File: src/rtl/bus_master_port_if.sv
// ============================================================================
// Module  : bus_master_port_if
// Purpose : Device-side request and serial system-bus signals of one master port.
// Revision: 1.0
// ============================================================================
`default_nettype none

interface bus_master_port_if #(
    parameter int ADDR_WIDTH = 16,
    parameter int DATA_WIDTH = 8
);
    logic [ADDR_WIDTH-1:0] d_addr;
    logic [DATA_WIDTH-1:0] d_wdata;
    logic                  d_mode;
    logic                  d_valid;
    logic                  d_ready;
    logic [DATA_WIDTH-1:0] d_rdata;
    logic                  d_err;
    logic                  m_req;
    logic                  m_grant;
    logic                  m_wdata;
    logic                  m_valid;
    logic                  m_mode;
    logic                  ack;
    logic                  s_ready;
    logic                  s_rdata;
    logic                  s_rvalid;

    modport master (
        input  d_addr, d_wdata, d_mode, d_valid, m_grant, ack, s_ready, s_rdata, s_rvalid,
        output d_ready, d_rdata, d_err, m_req, m_wdata, m_valid, m_mode
    );

    modport slave (
        output d_addr, d_wdata, d_mode, d_valid, m_grant, ack, s_ready, s_rdata, s_rvalid,
        input  d_ready, d_rdata, d_err, m_req, m_wdata, m_valid, m_mode
    );
endinterface

`default_nettype wire

File: src/rtl/bus_master_port.sv
// ============================================================================
// Module  : bus_master_port
// Purpose : Serialises one parallel read/write request onto the shared bus.
// Revision: 1.0
// ============================================================================
`default_nettype none

module bus_master_port #(
    parameter int ADDR_WIDTH       = 16,
    parameter int DATA_WIDTH       = 8,
    parameter int SLAVE_ADDR_WIDTH = 4,
    parameter int ACK_TIMEOUT      = 15
) (
    input  wire logic        clk,
    input  wire logic        rstn,
    bus_master_port_if.master bus
);
    localparam int CNT_W = $clog2((ADDR_WIDTH > ACK_TIMEOUT + 1) ? ADDR_WIDTH : ACK_TIMEOUT + 1);
    localparam int LOW_W = ADDR_WIDTH - SLAVE_ADDR_WIDTH;

    localparam logic [3:0] S_IDLE     = 4'd0;
    localparam logic [3:0] S_REQ      = 4'd1;
    localparam logic [3:0] S_SADDR    = 4'd2;
    localparam logic [3:0] S_WAIT_ACK = 4'd3;
    localparam logic [3:0] S_ADDR     = 4'd4;
    localparam logic [3:0] S_WDATA    = 4'd5;
    localparam logic [3:0] S_WAIT_S   = 4'd6;
    localparam logic [3:0] S_RDATA    = 4'd7;
    localparam logic [3:0] S_DONE     = 4'd8;

    logic [3:0]            r_state, w_state_next;
    logic [CNT_W-1:0]      r_cnt, w_addr_idx;
    logic [ADDR_WIDTH-1:0] r_addr;
    logic [DATA_WIDTH-1:0] r_wdata, r_shift, r_rdata, w_shift_next;
    logic                  r_mode, r_err;
    logic                  w_abort, w_rd_done, w_cnt_inc, w_grant_lost;
    logic                  w_d_ready, w_m_req, w_m_valid, w_m_mode, w_m_wdata;

    // Grant is only watched while the port actually owns the bus.
    assign w_grant_lost = !bus.m_grant && (r_state >= S_SADDR) && (r_state <= S_RDATA);
    assign w_cnt_inc    = (r_state == S_SADDR) || (r_state == S_WAIT_ACK) || (r_state == S_ADDR)
                       || (r_state == S_WDATA) || ((r_state == S_RDATA) && bus.s_rvalid);
    assign w_rd_done    = (r_state == S_RDATA) && bus.s_rvalid && !w_grant_lost
                       && (r_cnt == CNT_W'(DATA_WIDTH - 1));
    assign w_shift_next = (r_shift & ~(DATA_WIDTH'(1) << r_cnt))
                        | (DATA_WIDTH'(bus.s_rdata) << r_cnt);

    always_ff @(posedge clk or negedge rstn) begin
        if (!rstn) begin
            r_state <= S_IDLE;
        end else begin
            r_state <= w_state_next;
        end
    end

    always_comb begin
        w_state_next = r_state;
        w_abort      = 1'b0;
        case (r_state)
            S_IDLE:     if (bus.d_valid) w_state_next = S_REQ;
            S_REQ:      if (bus.m_grant && bus.s_ready) w_state_next = S_SADDR;
            S_SADDR:    if (r_cnt == CNT_W'(SLAVE_ADDR_WIDTH - 1)) w_state_next = S_WAIT_ACK;
            S_WAIT_ACK: begin
                if (bus.ack) begin
                    w_state_next = S_ADDR;
                end else if (r_cnt == CNT_W'(ACK_TIMEOUT - 1)) begin
                    w_state_next = S_DONE;
                    w_abort      = 1'b1;
                end
            end
            S_ADDR:     if (r_cnt == CNT_W'(LOW_W - 1)) w_state_next = r_mode ? S_WDATA : S_RDATA;
            S_WDATA:    if (r_cnt == CNT_W'(DATA_WIDTH - 1)) w_state_next = S_WAIT_S;
            S_WAIT_S:   if (bus.s_ready) w_state_next = S_DONE;
            S_RDATA:    if (w_rd_done) w_state_next = S_DONE;
            S_DONE:     w_state_next = S_IDLE;
            default:    w_state_next = S_IDLE;
        endcase
        if (w_grant_lost) begin
            w_state_next = S_DONE;
            w_abort      = 1'b1;
        end
    end

    always_ff @(posedge clk or negedge rstn) begin
        if (!rstn) begin
            r_cnt   <= '0;
            r_addr  <= '0;
            r_wdata <= '0;
            r_mode  <= 1'b0;
            r_err   <= 1'b0;
            r_shift <= '0;
            r_rdata <= '0;
        end else begin
            if ((r_state == S_IDLE) && bus.d_valid) begin
                r_addr  <= bus.d_addr;
                r_wdata <= bus.d_wdata;
                r_mode  <= bus.d_mode;
                r_err   <= 1'b0;
            end
            if (w_abort) begin
                r_err <= 1'b1;
            end
            if (w_state_next != r_state) begin
                r_cnt <= '0;
            end else if (w_cnt_inc) begin
                r_cnt <= r_cnt + 1'b1;
            end
            if ((r_state == S_RDATA) && bus.s_rvalid) begin
                r_shift <= w_shift_next;
            end
            if (w_rd_done) begin
                r_rdata <= w_shift_next;
            end
        end
    end

    // Slave-select field sits in the top address bits but is still sent LSB-first.
    assign w_addr_idx = (r_state == S_SADDR) ? r_cnt + CNT_W'(LOW_W) : r_cnt;

    always_comb begin
        w_d_ready = (r_state == S_IDLE);
        w_m_req   = (r_state >= S_REQ) && (r_state <= S_RDATA);
        w_m_valid = 1'b0;
        w_m_wdata = 1'b0;
        w_m_mode  = ((r_state >= S_SADDR) && (r_state <= S_DONE)) ? r_mode : 1'b0;
        case (r_state)
            S_SADDR, S_ADDR: begin
                w_m_valid = 1'b1;
                w_m_wdata = |(r_addr & (ADDR_WIDTH'(1) << w_addr_idx));
            end
            S_WDATA: begin
                w_m_valid = 1'b1;
                w_m_wdata = |(r_wdata & (DATA_WIDTH'(1) << r_cnt));
            end
            default: begin
                w_m_valid = 1'b0;
                w_m_wdata = 1'b0;
            end
        endcase
    end

    assign bus.d_ready = w_d_ready;
    assign bus.d_rdata = r_rdata;
    assign bus.d_err   = r_err;
    assign bus.m_req   = w_m_req;
    assign bus.m_valid = w_m_valid;
    assign bus.m_wdata = w_m_wdata;
    assign bus.m_mode  = w_m_mode;

endmodule

`default_nettype wire

File: src/flat_wrapper.sv
// flat-port wrapper written by rule: the top's interface ports become plain ports
module bus_master_port_flat 
#(
    parameter int ADDR_WIDTH       = 16,
    parameter int DATA_WIDTH       = 8,
    parameter int SLAVE_ADDR_WIDTH = 4,
    parameter int ACK_TIMEOUT      = 15
)
  (clk, rstn, bus_d_addr, bus_d_wdata, bus_d_mode, bus_d_valid, bus_m_grant, bus_ack, bus_s_ready, bus_s_rdata, bus_s_rvalid, bus_d_ready, bus_d_rdata, bus_d_err, bus_m_req, bus_m_wdata, bus_m_valid, bus_m_mode);
  bus_master_port_if #(.ADDR_WIDTH(ADDR_WIDTH), .DATA_WIDTH(DATA_WIDTH)) bus_i ();
  input  wire logic clk;
  input  wire logic rstn;
  input wire logic [$bits(bus_i.d_addr)-1:0] bus_d_addr;
  input wire logic [$bits(bus_i.d_wdata)-1:0] bus_d_wdata;
  input wire logic [$bits(bus_i.d_mode)-1:0] bus_d_mode;
  input wire logic [$bits(bus_i.d_valid)-1:0] bus_d_valid;
  input wire logic [$bits(bus_i.m_grant)-1:0] bus_m_grant;
  input wire logic [$bits(bus_i.ack)-1:0] bus_ack;
  input wire logic [$bits(bus_i.s_ready)-1:0] bus_s_ready;
  input wire logic [$bits(bus_i.s_rdata)-1:0] bus_s_rdata;
  input wire logic [$bits(bus_i.s_rvalid)-1:0] bus_s_rvalid;
  output wire logic [$bits(bus_i.d_ready)-1:0] bus_d_ready;
  output wire logic [$bits(bus_i.d_rdata)-1:0] bus_d_rdata;
  output wire logic [$bits(bus_i.d_err)-1:0] bus_d_err;
  output wire logic [$bits(bus_i.m_req)-1:0] bus_m_req;
  output wire logic [$bits(bus_i.m_wdata)-1:0] bus_m_wdata;
  output wire logic [$bits(bus_i.m_valid)-1:0] bus_m_valid;
  output wire logic [$bits(bus_i.m_mode)-1:0] bus_m_mode;
  assign bus_i.d_addr = bus_d_addr;
  assign bus_i.d_wdata = bus_d_wdata;
  assign bus_i.d_mode = bus_d_mode;
  assign bus_i.d_valid = bus_d_valid;
  assign bus_i.m_grant = bus_m_grant;
  assign bus_i.ack = bus_ack;
  assign bus_i.s_ready = bus_s_ready;
  assign bus_i.s_rdata = bus_s_rdata;
  assign bus_i.s_rvalid = bus_s_rvalid;
  assign bus_d_ready = bus_i.d_ready;
  assign bus_d_rdata = bus_i.d_rdata;
  assign bus_d_err = bus_i.d_err;
  assign bus_m_req = bus_i.m_req;
  assign bus_m_wdata = bus_i.m_wdata;
  assign bus_m_valid = bus_i.m_valid;
  assign bus_m_mode = bus_i.m_mode;
  bus_master_port #(.ADDR_WIDTH(ADDR_WIDTH), .DATA_WIDTH(DATA_WIDTH), .SLAVE_ADDR_WIDTH(SLAVE_ADDR_WIDTH), .ACK_TIMEOUT(ACK_TIMEOUT)) u_core (.clk(clk), .rstn(rstn), .bus(bus_i));
endmodule
File: config.mk
export PLATFORM = sky130hd
export DESIGN_NAME = bus_master_port_flat
export DESIGN_NICKNAME = d
export VERILOG_FILES = /design/src/rtl/bus_master_port_if.sv /design/src/rtl/bus_master_port.sv /design/src/flat_wrapper.sv
export SDC_FILE = /design/constraint.sdc
export NUM_CORES = 1
export LEC_CHECK = 0
export CAP_MARGIN = 15
export CELL_PAD_IN_SITES_DETAIL_PLACEMENT = 2
export CELL_PAD_IN_SITES_GLOBAL_PLACEMENT = 2
export CORE_MARGIN = 2
export CORE_UTILIZATION = 34
export DETAILED_ROUTE_END_ITERATION = 6
export PLACE_DENSITY_LB_ADDON = 0.1
export SETUP_SLACK_MARGIN = 0.15
export SLEW_MARGIN = 30
export SYNTH_ARGS = -nofsm -noshare
export SYNTH_HDL_FRONTEND = slang
export SYNTH_SLANG_ARGS = --single-unit
File: constraint.sdc
create_clock -name clk -period 3.4 [get_ports clk]
set_input_delay 0.51 -clock clk [delete_from_list [all_inputs] [get_ports clk]]
set_output_delay 0.51 -clock clk [all_outputs]
set_load 0.05 [all_outputs]
# Word-level counts from Yosys, hierarchy flattened

Cells that the tools add are included.

Register bits after elaboration: 50
Latch bits: 0
Bits in writable memories: 0
ROM bits: 0
Bits of input ports: 33
Output and inout bits: 14
Word-level logic and storage cells: 80
Memories kept: 0

Add/subtract/negate cells: 2
Multipliers: 0
Div/mod/pow operators: 0
Order comparisons: 4
Equal/unequal tests: 12
Shift operators: 3
Multiplexer cells: 24
Bitwise logic cells: 5
Reduce and logical (&&, ||, !) cells: 22

Operators by type and width:

| cell                 | count |
|---|---|
| $mux 4               | 13 |
| $pmux 4 s8           | 1 |
| $eq 4x3->1 const B   | 5 |
| $and 16x16->16       | 1 |
| $and 8x8->8          | 2 |
| $reduce_or 16->1     | 1 |
| $shl 1x4->16 const A | 1 |
| $eq 4x2->1 const B   | 3 |
| $logic_and 1x1->1    | 9 |
| $eq 4x4->1 const B   | 2 |
| $mux 1               | 8 |
| $not 8->8            | 1 |
| $or 8x8->8           | 1 |
| $reduce_or 8->1      | 1 |
| $shl 1x4->8          | 1 |
| $shl 1x4->8 const A  | 1 |
| $add 4x1->4 const B  | 1 |
| $add 4x4->4 const B  | 1 |
| $eq 4x1->1 const B   | 1 |
| $ge 4x1->1 const B   | 1 |
| $ge 4x2->1 const B   | 1 |
| $le 4x3->1 const B   | 1 |
| $le 4x4->1 const B   | 1 |
| $logic_not 4->1      | 1 |
| other kinds (8)      | 13 |

# Logic depth before layout (Yosys ltp)

Depth after elaboration: 11
Mapped depth: 8
Depth with buffers taken out: 7

# Worst setup path before layout

Ideal clock, no wire load.

Path kind: register to register
From: reg u_core.r_state[0]
To: reg u_core.r_err (netlist: u_core.bus.d_err)
Library setup time: 0.123 ns
Arrival time: 2.939 ns
Data required time: 3.277 ns
Slack: 0.338 ns
Cell stages (with the launch flop): 6
Path buffers: 1
Clock period less this slack: 3.062 ns
Cell sequence: dfrtp_1 > nor4_1 > nand2_1 > clkbuf_1 > nand2_1 > nand2_1

Elaborated cells on any way between the ends: 11
Those cells by class: 2 x order compare; 1 x eq/ne; 3 x mux; 5 x reduce/logical

RTL lines:

| what                        | line                   | text |
|---|---|---|
| start: declaration          | bus_master_port.sv:31  | `logic [3:0] r_state, w_state_next;` |
| start signal: assignment    | bus_master_port.sv:52  | `r_state <= w_state_next;` |
| $logic_not 4->1             | n/a                    |  |
| named net bus_d_ready       | flat_wrapper.sv:22     | `output wire logic [$bits(bus_i.d_ready)-1:0] bus_d_ready;` |
| $logic_and 1x1->1           | bus_master_port.sv:94  | `if ((r_state == S_IDLE) && bus.d_valid) begin` |
| $reduce_bool 2->1 (no line) | n/a                    |  |
| end signal: assignment      | bus_master_port.sv:90  | `r_err <= 1'b0;` |
| end signal: assignment      | bus_master_port.sv:98  | `r_err <= 1'b0;` |
| end signal: assignment      | bus_master_port.sv:101 | `r_err <= 1'b1;` |
| end: declaration            | bus_master_port.sv:35  | `logic r_mode, r_err;` |

The timed path passes the listed nets, and every way through them passes these cells.
A chain may end at the register's enable or synchronous reset.

# Final worst setup path

From: reg u_core.r_state[0]
To: out bus_m_wdata

Cells in the longest elaborated chain, start to end: 6
Elaborated cells on any way between the ends: 9
Those cells by class: 3 x eq/ne; 1 x shift; 2 x mux; 1 x bitwise; 2 x reduce/logical

Ends and longest elaborated chain:

| what             | line                                           | text |
|---|---|---|
| $eq 4x2->1       | bus_master_port.sv:118, bus_master_port.sv:126 |  |
| $mux 4           | bus_master_port.sv:118                         | `assign w_addr_idx = (r_state == S_SADDR) ? r_cnt + CNT_W'(LOW_W) : r_cnt;` |
| $shl 1x4->16     | bus_master_port.sv:129                         | `w_m_wdata = \|(r_addr & (ADDR_WIDTH'(1) << w_addr_idx));` |
| $and 16x16->16   | bus_master_port.sv:129                         |  |
| $reduce_or 16->1 | bus_master_port.sv:129                         |  |
| $pmux 1 s2 (*)   | bus_master_port.sv:126                         | `case (r_state)` |
| end: declaration | flat_wrapper.sv:26                             | `output wire logic [$bits(bus_i.m_wdata)-1:0] bus_m_wdata;` |

Mark *: on every way between the ends. The rest lies on a longest branch, timed or not.

==> flow_summary_export.csv <==
group,metric,value,unit
run_status,run_status,"finished clean",
cells_and_area,drive_gt1_frac,0.0763,
sta,hold_violations,0,
placed_design,place_area,0.00327,mm^2
setup_path,path_cells,"nor4b_4 -> xnor2_1 -> mux2_4 -> a2111oi_4 -> o21ai_1 -> buf_4",
sta,slew_violations,0,
detailed_routing,routed_wl,8.28,mm
placed_design,dp_hpwl,6.06,mm
sta,fin_crit,3.11,ns
cells_and_area,seq_area,0.00126,mm^2
cells_and_area,final_area,0.00341,mm^2
logic_synthesis,async_reset_ff_frac,1.00,
floorplanning,core_area,0.00777,mm^2
floorplanning,rows,32,
logic_synthesis,synth_edf_count,0,
sta,finalCritPeriodShare,0.915,
logic_synthesis,synth_seq_cells,50,
logic_synthesis,synth_area_leader_cell,"dfrtp_1",
setup_path,reg2reg_from,"u_core.r_cnt[3]",
cells_and_area,final_util,0.439,
detailed_routing,drc_errors,0,
setup_path,crit_arrival,2.60,ns
global_route,grtUsageTotal,0.199,
logic_synthesis,ys_warn_count,0,
sta,worstMarginPinSlew,0.842,ns
power,power.density,727,mW/mm^2
sta,tns,0,ns
placed_design,dp_cells,446,
sta,hold_slack,0.288,ns
cells_and_area,multi_input_area,0.00141,mm^2
sta,rsz0062_at_grt,"no",
cells_and_area,synthToLayoutAreaGrowth,24.7,%
floorplanning,start_util,0.352,
placed_design,portBuffers,46,
logic_synthesis,yosysUniqueCellTypes,52,
detailed_routing,wl_per_cell,18.2,um
min_path,hp-class,"in2async",
floorplanning,die-width,93.6,um
flow_run,cap_violations,0,
setup_path,end_kind,"primary output",
global_route,grt_pass1_vias,2556,
setup_path,worst_setup_path_start_kind,"flip-flop",
clock_network,cts_tree,"yes",
cells_and_area,fin_cells,456,
clock_network,ctsRootBufferMaster,"clkbuf_8",
placed_design,place_congestion,0.861,
logic_synthesis,synthTopCellsByArea,"dfrtp_1 (46%), nand2_1 (16%), ha_1 (4.6%)",
sta,fmax,0.321,GHz
global_route,antenna_found_initial,0,
setup_path,ff2ff_setup_slack,0.94,ns
setup_path,critical_path.startpoint,"u_core.r_state[0]",
global_route,grt_pass1_wl,13.6,mm
global_route,grt_max_degree,34,
logic_synthesis,synthFlopType,"dfrtp_1",
floorplanning,ios,47,
logic_synthesis,yosys.area_share.simple,0.241,
detailed_routing,vias_per_cell,5.35,
logic_synthesis,syn_area,0.00273,mm^2
setup_path,worst_path_max_delay_cell,"dfrtp_1",
logic_synthesis,synthAdderAreaFrac,0.0458,
clock_network,htree_levels,2,
sta,slew_headroom,0.437,
power,ir_worst_vdd,294,uV
power,design_power_total,2.48,mW
detailed_routing,first_iter_violations,72,
detailed_routing,drt_pass1_iterations,5,
detailed_routing,vias,2440,
logic_synthesis,syn_area_per_cell,8.78,um^2
logic_synthesis,synthCells,311,
sta,clock_skew,0.00653,ns
placed_design,dp_slack,0.595,ns
logic_synthesis,syn_nets,354,
setup_path,critPathRequiredTime,2.89,ns
clock_network,clkSlewWorstSetupHoldPaths,0.10,ns
logic_synthesis,synth_top_family_by_area,"simple AND/OR/NAND/NOR gates",
floorplanning,die_y,93.6,um
clock_network,clk_latency,0.31,ns
cells_and_area,num-fill-cells,882,
sta,fin_ws,0.289,ns
floorplanning,die-area,0.00877,mm^2
logic_synthesis,synth-compound-area-share,0.189,
clock_network,cts_buffers,5,
setup_path,worstPathMaxFanout,13,
clock_network,cts_sinks,50,
setup_path,path_class,"reg2out",
logic_synthesis,synth-seq-area-share,0.458,
power,power.leakage,1.50,nW
setup_path,slowest_delay,0.54,ns
cells_and_area,final_nets,396,
cells_and_area,antennaDiodeCount,0,
clock_network,clockBufferDepth,2,
detailed_routing,drtAntennaViolNets,0,
global_route,grt_overflow_total,0,
logic_synthesis,synth_xor_area_frac,0.00962,
logic_synthesis,synth.mux.area_fraction,0.0206,
sta,setup_viol_count_final,0,
logic_synthesis,synth_top_area_share,0.458,
## kinds of logic after synthesis
group	count (synthesis)
compound gates	68
xor+xnor	3
fa+ha+maj	10
buf+inv	24
flops	50
mux	5
simple gates	151
## state kept, by name, summed over array words and instances, names as in the netlist
signal              cells
u_core.r_wdata          8
u_core.r_addr          16
u_core.bus.d_err        1
u_core.r_state          4
u_core.r_shift          8
u_core.r_cnt            4
u_core.r_mode           1
u_core.bus.d_rdata      8
## power breakdown
part           switching [mW]  internal, mW  leakage, nW
combinational           0.697         0.435        0.800
sequential              0.185         0.775        0.648
clock                   0.215         0.169       0.0489
total                    1.10          1.38         1.50
## area by class of cell
| cell class | instances | area share |
|---|---|---|
| Multi-Input combinational cell | 237 | 0.413 |
| Sequential cell | 50 | 0.369 |
| Timing Repair Buffer | 51 | 0.144 |
| Tap cell | 102 | 0.0375 |
| Clock buffer | 7 | 0.0253 |
| Inverter | 8 | 0.00881 |
| Clock inverter | 1 | 0.00257 |
## routing by layer
metal | vias up | part of all wire | wire (um) | GRT usage
li1 | 1162 | - | - | -
met1 | 1215 | 0.47 | 3910 | 0.285
met2 | 55 | 0.48 | 3980 | 0.318
met3 | 8 | 0.035 | 286 | 0.0290
met4 | 0 | 0.011 | 93 | 0.0507
met5 | - | 0 | 0 | 0
## worst max-delay path, delay by kind of cell (launching register included)
family,cells,cell delay (ns)
xor+xnor,1,0.32
compound gates,2,0.46
buf+inv,1,0.20
mux,1,0.36
flops,1,0.54
simple gates,1,0.42
## synthesized netlist by cell type, types with 2 or more instances
cell type	count
a221oi_1	2
a222oi_1	3
xnor2_1	3
o21ai_1	3
o21ai_0	13
ha_1	10
nor2_1	12
inv_1	8
a21oi_1	8
clkbuf_1	11
nor3_1	4
nand3_1	3
nand2b_1	3
a31oi_1	4
nor2b_1	2
dfrtp_1	50
buf_2	3
mux2i_1	3
and3_1	3
a22o_1	9
nand2_1	113
a22oi_1	8
o41a_1	2
a311oi_1	2
o2bb2ai_1	2
## layout by cell type, fill, tap and decap left out, types with 3 or more instances in the layout
| cell | count |
|---|---|
| nor3_1 | 4 |
| inv_1 | 8 |
| clkbuf_8 | 6 |
| a22o_1 | 9 |
| dfrtp_1 | 46 |
| clkdlybuf4s50_1 | 44 |
| mux2i_1 | 3 |
| dfrtp_2 | 4 |
| a222oi_1 | 3 |
| ha_1 | 8 |
| nand2b_1 | 3 |
| a21oi_1 | 8 |
| nand2_1 | 113 |
| o21ai_0 | 13 |
| o21ai_1 | 3 |
| nand3_1 | 3 |
| a31oi_1 | 4 |
| xnor2_1 | 3 |
| nor2_1 | 12 |
| and3_1 | 3 |
| buf_4 | 6 |
| a22oi_1 | 8 |
## path summary, 6_finish.rpt
path	to	cells past startpoint
max in group asynchronous	u_core.r_wdata[4]	2
min in group clk	u_core.r_addr[7]	2
min	u_core.r_shift[7]	1
min reg2reg	u_core.r_addr[7]	2
max	bus_m_wdata	6
max reg2reg	u_core.r_state[1]	7
## timing repair
| item | in CTS | in global routing |
|---|---|---|
| hold buffers | 0 | 0 |
| setup endpoints to repair | 1 | 1 |
| gates resized for setup | 0 | 8 |
| pin swaps | 1 | 4 |
| buffers inserted | 0 | 2 |
(Power assumes the default switching activity.)
